<file path="config.mk">
export PLATFORM = sky130hd
export DESIGN_NAME = mem_arbiter
export DESIGN_NICKNAME = d
export VERILOG_FILES = /design/src/rtl/mem_arbiter.sv
export SDC_FILE = /design/constraint.sdc
export NUM_CORES = 1
export LEC_CHECK = 0
export ABC_AREA = 1
export CORE_AREA = 3 3 301 303
export DETAILED_ROUTE_END_ITERATION = 7
export DIE_AREA = 0 0 304 306
export SYNTH_ARGS = -nofsm -noshare
export SYNTH_HDL_FRONTEND = slang
export SYNTH_SLANG_ARGS = --single-unit
</file>
<file path="constraint.sdc">
create_clock -name clk -period 2.6 [get_ports clk]
set_clock_uncertainty 0.1 [all_clocks]
set_input_delay 0.65 -clock clk [delete_from_list [all_inputs] [get_ports clk]]
set_output_delay 0.65 -clock clk [all_outputs]
set_load 0.02 [all_outputs]
</file>
<file path="src/rtl/mem_arbiter.sv">
// mem_arbiter: round-robin arbiter sharing one main-memory port between an I-cache and a D-cache.
// Transactions take at least two SERVE cycles and are always separated by one IDLE cycle.
module mem_arbiter #(
    parameter int ADDR_WIDTH = 28,
    parameter int BLOCK_WIDTH = 128,
    parameter logic [15:0] COUNT_MAX = 16'hFFFF
) (
    input  logic                   clk,
    input  logic                   reset,
    input  logic                   i_read,
    input  logic [ADDR_WIDTH-1:0]  i_address,
    output logic [BLOCK_WIDTH-1:0] i_readdata,
    output logic                   i_busywait,
    input  logic                   d_read,
    input  logic                   d_write,
    input  logic [ADDR_WIDTH-1:0]  d_address,
    input  logic [BLOCK_WIDTH-1:0] d_writedata,
    output logic [BLOCK_WIDTH-1:0] d_readdata,
    output logic                   d_busywait,
    output logic                   mem_read,
    output logic                   mem_write,
    output logic [ADDR_WIDTH-1:0]  mem_address,
    output logic [BLOCK_WIDTH-1:0] mem_writedata,
    input  logic [BLOCK_WIDTH-1:0] mem_readdata,
    input  logic                   mem_busywait,
    output logic [15:0]            i_grant_count,
    output logic [15:0]            d_grant_count
);
    typedef enum logic [1:0] {IDLE, SERVE_I, SERVE_D} state_t;
    state_t state, state_next;
    logic last_i, first, d_req, serve_i, serve_d, i_done, d_done;

    // Reset gates the memory side combinationally so nothing leaks out while it is held.
    assign d_req   = d_read | d_write;
    assign serve_i = reset && state == SERVE_I;
    assign serve_d = reset && state == SERVE_D;
    assign i_done  = serve_i && !first && i_read && !mem_busywait;
    assign d_done  = serve_d && !first && d_req && !mem_busywait;

    assign mem_read      = serve_i ? i_read : (serve_d && d_read && !d_write);
    assign mem_write     = serve_d && d_write;
    assign mem_address   = serve_i ? i_address : serve_d ? d_address : '0;
    assign mem_writedata = serve_d ? d_writedata : '0;
    assign i_busywait    = i_read && !i_done;
    assign d_busywait    = d_req && !d_done;
    assign i_readdata    = i_done ? mem_readdata : '0;
    assign d_readdata    = d_done ? mem_readdata : '0;

    // On a tie, I wins only when D was the last one served.
    always_comb begin
        state_next = state;
        if (state == IDLE)
            state_next = (i_read && (!d_req || !last_i)) ? SERVE_I : d_req ? SERVE_D : IDLE;
        else if ((state == SERVE_I && (!i_read || i_done)) || (state == SERVE_D && (!d_req || d_done)))
            state_next = IDLE;
    end

    always_ff @(posedge clk) begin
        if (!reset) begin
            state         <= IDLE;
            last_i        <= 1'b1;
            first         <= 1'b0;
            i_grant_count <= '0;
            d_grant_count <= '0;
        end else begin
            state <= state_next;
            first <= state == IDLE;
            if (state == IDLE && state_next != IDLE)
                last_i <= state_next == SERVE_I;
            if (i_done && i_grant_count != COUNT_MAX)
                i_grant_count <= i_grant_count + 16'd1;
            if (d_done && d_grant_count != COUNT_MAX)
                d_grant_count <= d_grant_count + 16'd1;
        end
    end
endmodule

</file>
# --- After elaboration in Yosys (flattened, before gate mapping) ---
# Index checks and enable logic that the tools add are counted.
totals:
  regBits: 36
  inputBits: 318
  out_inout_bits: 448
classes:
  addsub: 2
  eq_ne: 5
  mux: 10
  n_bitwise: 1
  reduce_logical: 33
ops:
  columns: ["operator", "count"]
  rows:
  - ["$mux 128", 3]
  - ["$mux 28", 2]
  - ["$add 16x1->16 const B", 2]
  - ["$ne 16x16->1 const B", 2]
  - ["$logic_and 1x1->1", 19]
  - ["$logic_not 1->1", 8]
  - ["$mux 2", 4]
  - ["$eq 2x1->1 const B", 2]
  - ["$logic_or 1x1->1", 4]
  - ["$eq 2x2->1 const B", 1]
  - ["$logic_not 2->1", 1]
  - ["$reduce_bool 2->1", 1]
  - ["$mux 1", 1]
  - ["$or 1x1->1", 1]

# --- Logic depth before layout (Yosys ltp) ---
# Gate-level depths: netlist of run 1.
logic_depth:
  word_depth: 12
  mapped_depth: 9
  ltp_nobuf: 8

# --- Worst setup path after synthesis of run 1 ---
# No wires, ideal clock.
synth_path:
  path_kind: "in2out"
  from: "input port reset"
  to: "output port i_readdata[107]"
  arrival_time_ns: 1.858
  required_time_ns: 1.850
  slack_ns: -0.008
  stages: 7
  cell_sequence: "buf_2 -> nand3_2 -> nor3_4 -> inv_1 -> clkbuf_1 -> buf_2 -> nor2_1"
synth_between:
  elab_chain_cells: 5
synth_lines:
  columns: ["element", "line", "rtl"]
  rows:
  - ["start: declaration", "9", "input logic reset,"]
  - ["$logic_and 1x1->1", "35", "assign serve_i = reset && state == SERVE_I;"]
  - ["$logic_and 1x1->1 (3 in a row)", "37", "assign i_done = serve_i && !first && i_read && !mem_busywait;"]
  - ["$mux 128", "46", "assign i_readdata = i_done ? mem_readdata : '0;"]
  - ["end: declaration", "12", "output logic [BLOCK_WIDTH-1:0] i_readdata,"]
# Every way passes these cells.

# --- Worst setup path after layout of run 1 ---
layout_path:
  from: "input port reset"
  to: "output port d_readdata[36]"
layout_between:
  elab_chain_cells: 5
layout_lines:
  columns: ["element", "line", "rtl"]
  rows:
  - ["$logic_and 1x1->1", "36", "assign serve_d = reset && state == SERVE_D;"]
  - ["$logic_and 1x1->1 (3 in a row)", "38", "assign d_done = serve_d && !first && d_req && !mem_busywait;"]
  - ["$mux 128", "47", "assign d_readdata = d_done ? mem_readdata : '0;"]
  - ["end: declaration", "18", "output logic [BLOCK_WIDTH-1:0] d_readdata,"]
# Every way passes these cells.

==> reports/metrics.cfg, run 1 <==
[clock_network]
ctsHoldBuffers=0
clock_latency_ns=0.29
clock_sinks=36
htreeDepth=2
max-clock-path-buffers=2
cts.reportedPaths.clkPinSlew_ns=0.06
numCtsBuffers=5
cts_tree=done
clock-root-buffer=clkbuf_16

[placed_design]
place.gp.congestion=0.8759
port-buffer-count=765
place_hpwl_um=67120

[detailed_routing]
avgViaCountPerCell=3.340
ant_nets=0
dr.pass1.iters=5
drtIter0Drc=520
dr_total_vias=10580
wl_um=79440
drc=0
wl_per_cell_um=25.07

[worst_setup_path]
critical-path-top-delay-family=buffers and inverters
start_kind=primary input
critPathRequiredTime_ns=1.85
cp.arrival_ns=1.98
critPathBufInv=6
crit_fanout=5
cp_slowest_stage_delay_ns=0.18
critPathCaptureType=primary output
cp_cell_sequence=buf_12, nand2_8, nor2_4, nand4_1, buf_6, buf_16, buf_4, buf_12, nor2_1, buf_4
cp_slowest_cell=buf_6
r2r_slack_ns=0.54
path_class=primary input to primary output

[global_routing]
grt_max_degree=34
first_global_vias=9894
antenna_found_initial=101
grt-ovfl-total=0
grt_usage_pct=15.58
grt_pass1_wl_um=96580

[finish]
synthToLayoutAreaGrowth_pct=265.6
nFillCells=9765
fin_nets=2293
drive_gt1_share_pct=38.10

[timing]
worst_slack_ns=-0.1281
relSlewSlack_pct=71.99
slew_viol_final=0
rsz0062_at_grt=true
hold_violations=0
whs_ns=0.4156
setup_viol=132
period_share_pct=104.9
finalSetupTns_ns=-5.609
worstMarginPinSlew_ns=0.4189
clock.fmax_mhz=366.6
min_period_ns=2.728

[flow_run]
cap_violations=0

[worst_hold_path]
hold_class=flop to flop

[synthesis]
synth_area_leaders=nor2_1 32%, inv_1 23%, dfxtp_1 14%, nand2_1 11%, o21ai_0 3.9%
yosysWarnings=0
synth_cell_types=23
yosysSeqAreaShare_pct=14.13
synth_top_area_share_pct=32.02
synth_seq_cells=36
synth_top_area_cell=nor2_1
syn_inst=1117
avgSynthCellArea_um2=4.566
synth_nets=1437
synth_area_um2=5100

[outcome]
violations=setup timing
status=complete, but fails checks

[die]
die_w_um=304
core_um2=88240
start_util_pct=5.780
die_y_um=306
die_area_um2=93020
row_count=109
pin_count=766

[pwr]
p_leak_nw=8.487
vdd_drop_max_v=0.0002237
power_density_nw_per_um2=228.3

## flip-flops by register name, summed over array words and instances (netlist names)
register	cells
i_grant_count	16
last_i	1
state	2
d_grant_count	16
first	1
## cell usage in the layout, fill, tap and decap left out, drive strengths merged, types with 3 or more instances in the layout
cell / n
clkdlybuf4s50: 344
nor2: 438
xnor2: 4
buf: 503
nor3: 3
a21oi: 30
nand2: 155
dfxtp: 36
diode: 30
clkbuf: 17
nand3: 17
o21ai: 42
xor2: 10
inv: 311
dlygate4sd2: 44
nand4: 11
## worst register-to-register path: cells and delay by family (launching register included)
| family | cells | cell delay [ns] |
|---|---|---|
| buffers and inverters | 1 | 0.20 |
| flip-flops | 1 | 0.48 |
| adder cells (fa/ha/maj) | 1 | 0.29 |
| AO/OA/AOI/OAI | 2 | 0.46 |
| AND/OR/NAND/NOR | 4 | 0.46 |
## per-stage QoR
stage	instance area (µm²)	cells	util (%)	power (mW)	setup slack (ns)
CTS	16580	3127	18.79	4.155	-0.1569
global placement	15620	3075	17.71	3.189	-1.218
global route	18590	3148	21.07	4.452	-0.1928
floorplan	5100	1117	-	1.358	-0.008437
detailed placement	15620	3075	17.71	3.200	-1.240
finish	18640	3169	21.13	4.256	-0.1281
## cell families after synthesis
kind of cell	share of synthesized area, %
adders and majority gates	0.4906
xor gates and xnor gates	2.404
and+or+nand+nor	47.52
DFF	14.13
AOI/OAI and AO/OA	7.507
buffers and inverters	27.94
## path summary, 6_finish.rpt
kind,startpoint,end,depth (start not counted)
setup / recovery,reset,d_readdata[36],10
hold / removal,i_grant_count[15],i_grant_count[15],2
setup reg to reg,d_grant_count[0],d_grant_count[13],8
hold reg to reg,i_grant_count[15],i_grant_count[15],2
## metal layers
| layer | up-vias | GRT usage, % | part of all wire (%) |
|---|---|---|---|
| li1 | 4904 | - | - |
| met1 | 4758 | 14.59 | 33 |
| met2 | 627 | 28.93 | 51 |
| met5 | - | 0 | 0.65 |
| met4 | 76 | 4.138 | 4.2 |
| met3 | 218 | 8.883 | 12 |
## cell type report
type                       instances  area, µm²  area share [%]
timing repair buffer             903      10500           56.30
multi-input combinational        714       4458           23.91
tap                             1165       1458           7.819
inverter                         311       1196           6.416
sequential                        36      728.2           3.906
clock buffer                       7      152.6          0.8188
antenna                           30      75.07          0.4027
timing repair inverter             2      50.05          0.2685
clock inverter                     1      30.03          0.1611
## synthesized netlist by cell type
master	n
nand3_2	1
inv_2	1
nor2_1	435
buf_1	4
xnor2_1	4
ha_1	2
buf_2	26
o21ai_0	40
o21ai_2	2
a21oi_1	30
dfxtp_1	36
xor2_1	10
o211ai_1	2
buf_4	4
nand2_1	155
inv_1	310
nor3_2	1
clkbuf_1	22
nand4_1	11
nor3_1	1
nor3_4	1
nor2_2	3
nand3_1	16
## power breakdown
part	switching, mW	total (mW)	internal (mW)
Combinational	1.47	2.91	1.44
Sequential	0.0186	0.588	0.569
Clock	0.253	0.759	0.505
Total	1.74	4.26	2.52
## what timing repair did
action                                   CTS  global route
cloned                                    22             9
endpoints found under the hold margin      0             0
gates resized for setup                 1143           607
endpoints found under the setup margin   431           267
pin swaps                                 11            18
buffers inserted                          26            13
Power figures use the tool's default switching activity.
==> run 2, diff against run 1 <==
- CTS_BUF_LIST: unset -> sky130_fd_sc_hd__clkbuf_4 sky130_fd_sc_hd__clkbuf_8
==> reports/metrics.cfg, run 2 (synthesized netlist as in run 1, its figures left out) <==
[outcome]
status=complete, but fails checks  ; unchanged
violations=setup timing  ; unchanged

[worst_setup_path]
cp.arrival_ns=2.00  ; was 1.98 ns
critPathCaptureType=primary output  ; unchanged
worstReg2RegEnd=d_grant_count[13]  ; unchanged
critPathLaunch=reset  ; unchanged
start_kind=primary input  ; unchanged
critPathRequiredTime_ns=1.85  ; about the same
reg2reg_depth=8  ; unchanged
path_class=primary input to primary output  ; unchanged
crit_end=d_readdata[53]  ; was d_readdata[36]
r2r_slack_ns=0.52  ; was 0.54 ns
crit_fanout=7  ; was 5
r2r-start=d_grant_count[0]  ; unchanged

[global_routing]
first_global_vias=9935  ; was 9894
grt_usage_pct=15.67  ; was 15.58%
antenna_found_initial=101  ; unchanged
grt_pass1_wl_um=97070  ; was 96580 µm
grt_max_degree=34  ; unchanged
grt-ovfl-total=0  ; unchanged

[detailed_routing]
dr.pass1.iters=5  ; unchanged
dr_total_vias=10600  ; was 10580
drtIter0Drc=540  ; was 520
ant_nets=0  ; unchanged
drc=0  ; unchanged
wl_um=79950  ; was 79440 µm
avgViaCountPerCell=3.342  ; was 3.340
wl_per_cell_um=25.20  ; was 25.07 µm

[clock_network]
htreeDepth=2  ; unchanged
cts.reportedPaths.clkPinSlew_ns=0.08  ; was 0.06 ns
numCtsBuffers=5  ; unchanged
max-clock-path-buffers=2  ; unchanged
clock_latency_ns=0.30  ; was 0.29 ns
clock-root-buffer=clkbuf_8  ; was clkbuf_16
clock_sinks=36  ; unchanged
ctsHoldBuffers=0  ; unchanged
cts_tree=done  ; unchanged

[timing]
slew_viol_final=0  ; unchanged
period_share_pct=105.8  ; was 104.9%
setup_viol=146  ; was 132
worstMarginPinSlew_ns=0.4535  ; was 0.4189 ns
clock.fmax_mhz=363.6  ; was 366.6 MHz
relSlewSlack_pct=69.67  ; was 71.99%
worst_slack_ns=-0.1503  ; was -0.1281 ns
whs_ns=0.4144  ; was 0.4156 ns
min_period_ns=2.750  ; was 2.728 ns
hold_violations=0  ; unchanged
rsz0062_at_grt=true  ; unchanged

[finish]
fin_cells=3172  ; was 3169
final_common_cell=clkdlybuf4s50_1  ; unchanged
layout_common_cells=344 x clkdlybuf4s50_1, 305 x inv_1, 196 x nor2_1  ; was 344 x clkdlybuf4s50_1, 305 x inv_1, 234 x nor2_1
drive_gt1_share_pct=40.36  ; was 38.10%
synthToLayoutAreaGrowth_pct=267.8  ; was 265.6%
nFillCells=9774  ; was 9765
reg.largest.list=d_grant_count (16), i_grant_count (16), state (2)  ; unchanged
fin_nets=2296  ; was 2293

[worst_hold_path]
hold_class=flop to flop  ; unchanged
holdPathStages=2  ; unchanged

[pwr]
vdd_drop_max_v=0.0001821  ; was 0.0002237 V
power_density_nw_per_um2=218.3  ; was 228.3 nW/µm²
finalPower_mw=4.095  ; was 4.256 mW
p_leak_nw=8.474  ; was 8.487 nW

[placed_design]
preCtsSetupSlack_ns=-1.240  ; unchanged
placedCellCount=3075  ; unchanged
place_hpwl_um=67120  ; unchanged
port-buffer-count=765  ; unchanged
place.gp.congestion=0.8759  ; unchanged

[die]
die_w_um=304  ; unchanged
row_count=109  ; unchanged
die_y_um=306  ; unchanged
core_um2=88240  ; unchanged
die_area_um2=93020  ; unchanged
pin_count=766  ; unchanged
start_util_pct=5.780  ; unchanged

[flow_run]
cap_violations=0  ; unchanged

==> run 2: cell count changes in the layout (fill, tap and decap cells not counted), moves of 3 or more <==
cell,delta
nor2_1,-38
buf_8,+3
o21ai_2,+3
buf_6,-5
nor2_4,-6
clkbuf_8,+5
o21ai_1,-4
clkbuf_16,-5
buf_4,+26
buf_2,-23
nor2_2,+44
==> run 2: how the worst min path moves through the flow <==
stage | from | to | slack (ns)
finish | i_grant_count[15] | i_grant_count[15] | 0.41
global route | i_grant_count[15] | i_grant_count[15] | 0.43
CTS | state[0] | state[0] | 0.41
detailed placement | i_grant_count[15] | i_grant_count[15] | 0.40
global placement | state[0] | state[0] | 0.40
floorplan | state[1] | first | 0.36
==> run 2: area by class of cell <==
cell class / count / area (µm²) / area share [%]
clock inverter: 1 / 30.03 / 0.1601
multi-input combinational: 714 / 4531 / 24.15
sequential: 36 / 728.2 / 3.882
timing repair buffer: 906 / 10600 / 56.51
tap: 1165 / 1458 / 7.770
clock buffer: 7 / 96.34 / 0.5136
timing repair inverter: 2 / 41.29 / 0.2201
inverter: 311 / 1199 / 6.390
antenna: 30 / 75.07 / 0.4002
==> run 2: per-layer routing <==
metal	GRT usage, %	vias to the layer above	part of all wire, %
met3	8.973	215	12
li1	-	4905	-
met4	4.250	74	3.8
met2	29.14	624	51
met5	0	-	0.63
met1	14.59	4784	33
==> run 2: through the flow <==
stage	TNS [ns]	cell area, µm²	utilization (%)
floorplan	-0.1687	5100	-
finish	-7.806	18760	21.26
global placement	-320.61	15620	17.71
CTS	-12.70	16550	18.76
global route	-20.71	18700	21.20
detailed placement	-326.65	15620	17.71
==> run 2: worst max-delay path, stage by stage <==
cell     delay, ns
buf_8         0.10
nand2_4       0.06
nor2_4        0.09
nand4_1       0.12
buf_6         0.18
buf_16        0.15
buf_16        0.13
buf_12        0.14
buf_4         0.14
nor2_4        0.09
buf_6         0.12
==> run 2: power breakdown <==
part           leakage, nW  internal, mW  total (mW)  switching [mW]
Sequential           0.292         0.568       0.586          0.0178
Combinational         8.12          1.45        2.94            1.49
Clock               0.0647         0.339       0.571           0.232
Total                 8.47          2.36        4.09            1.74
==> run 2: timing repair <==
item,in CTS,in global routing
setup buffers,25,17
resized for setup,1131,682
setup endpoints to repair,431,284
gates cloned,24,9
pin swaps,10,17
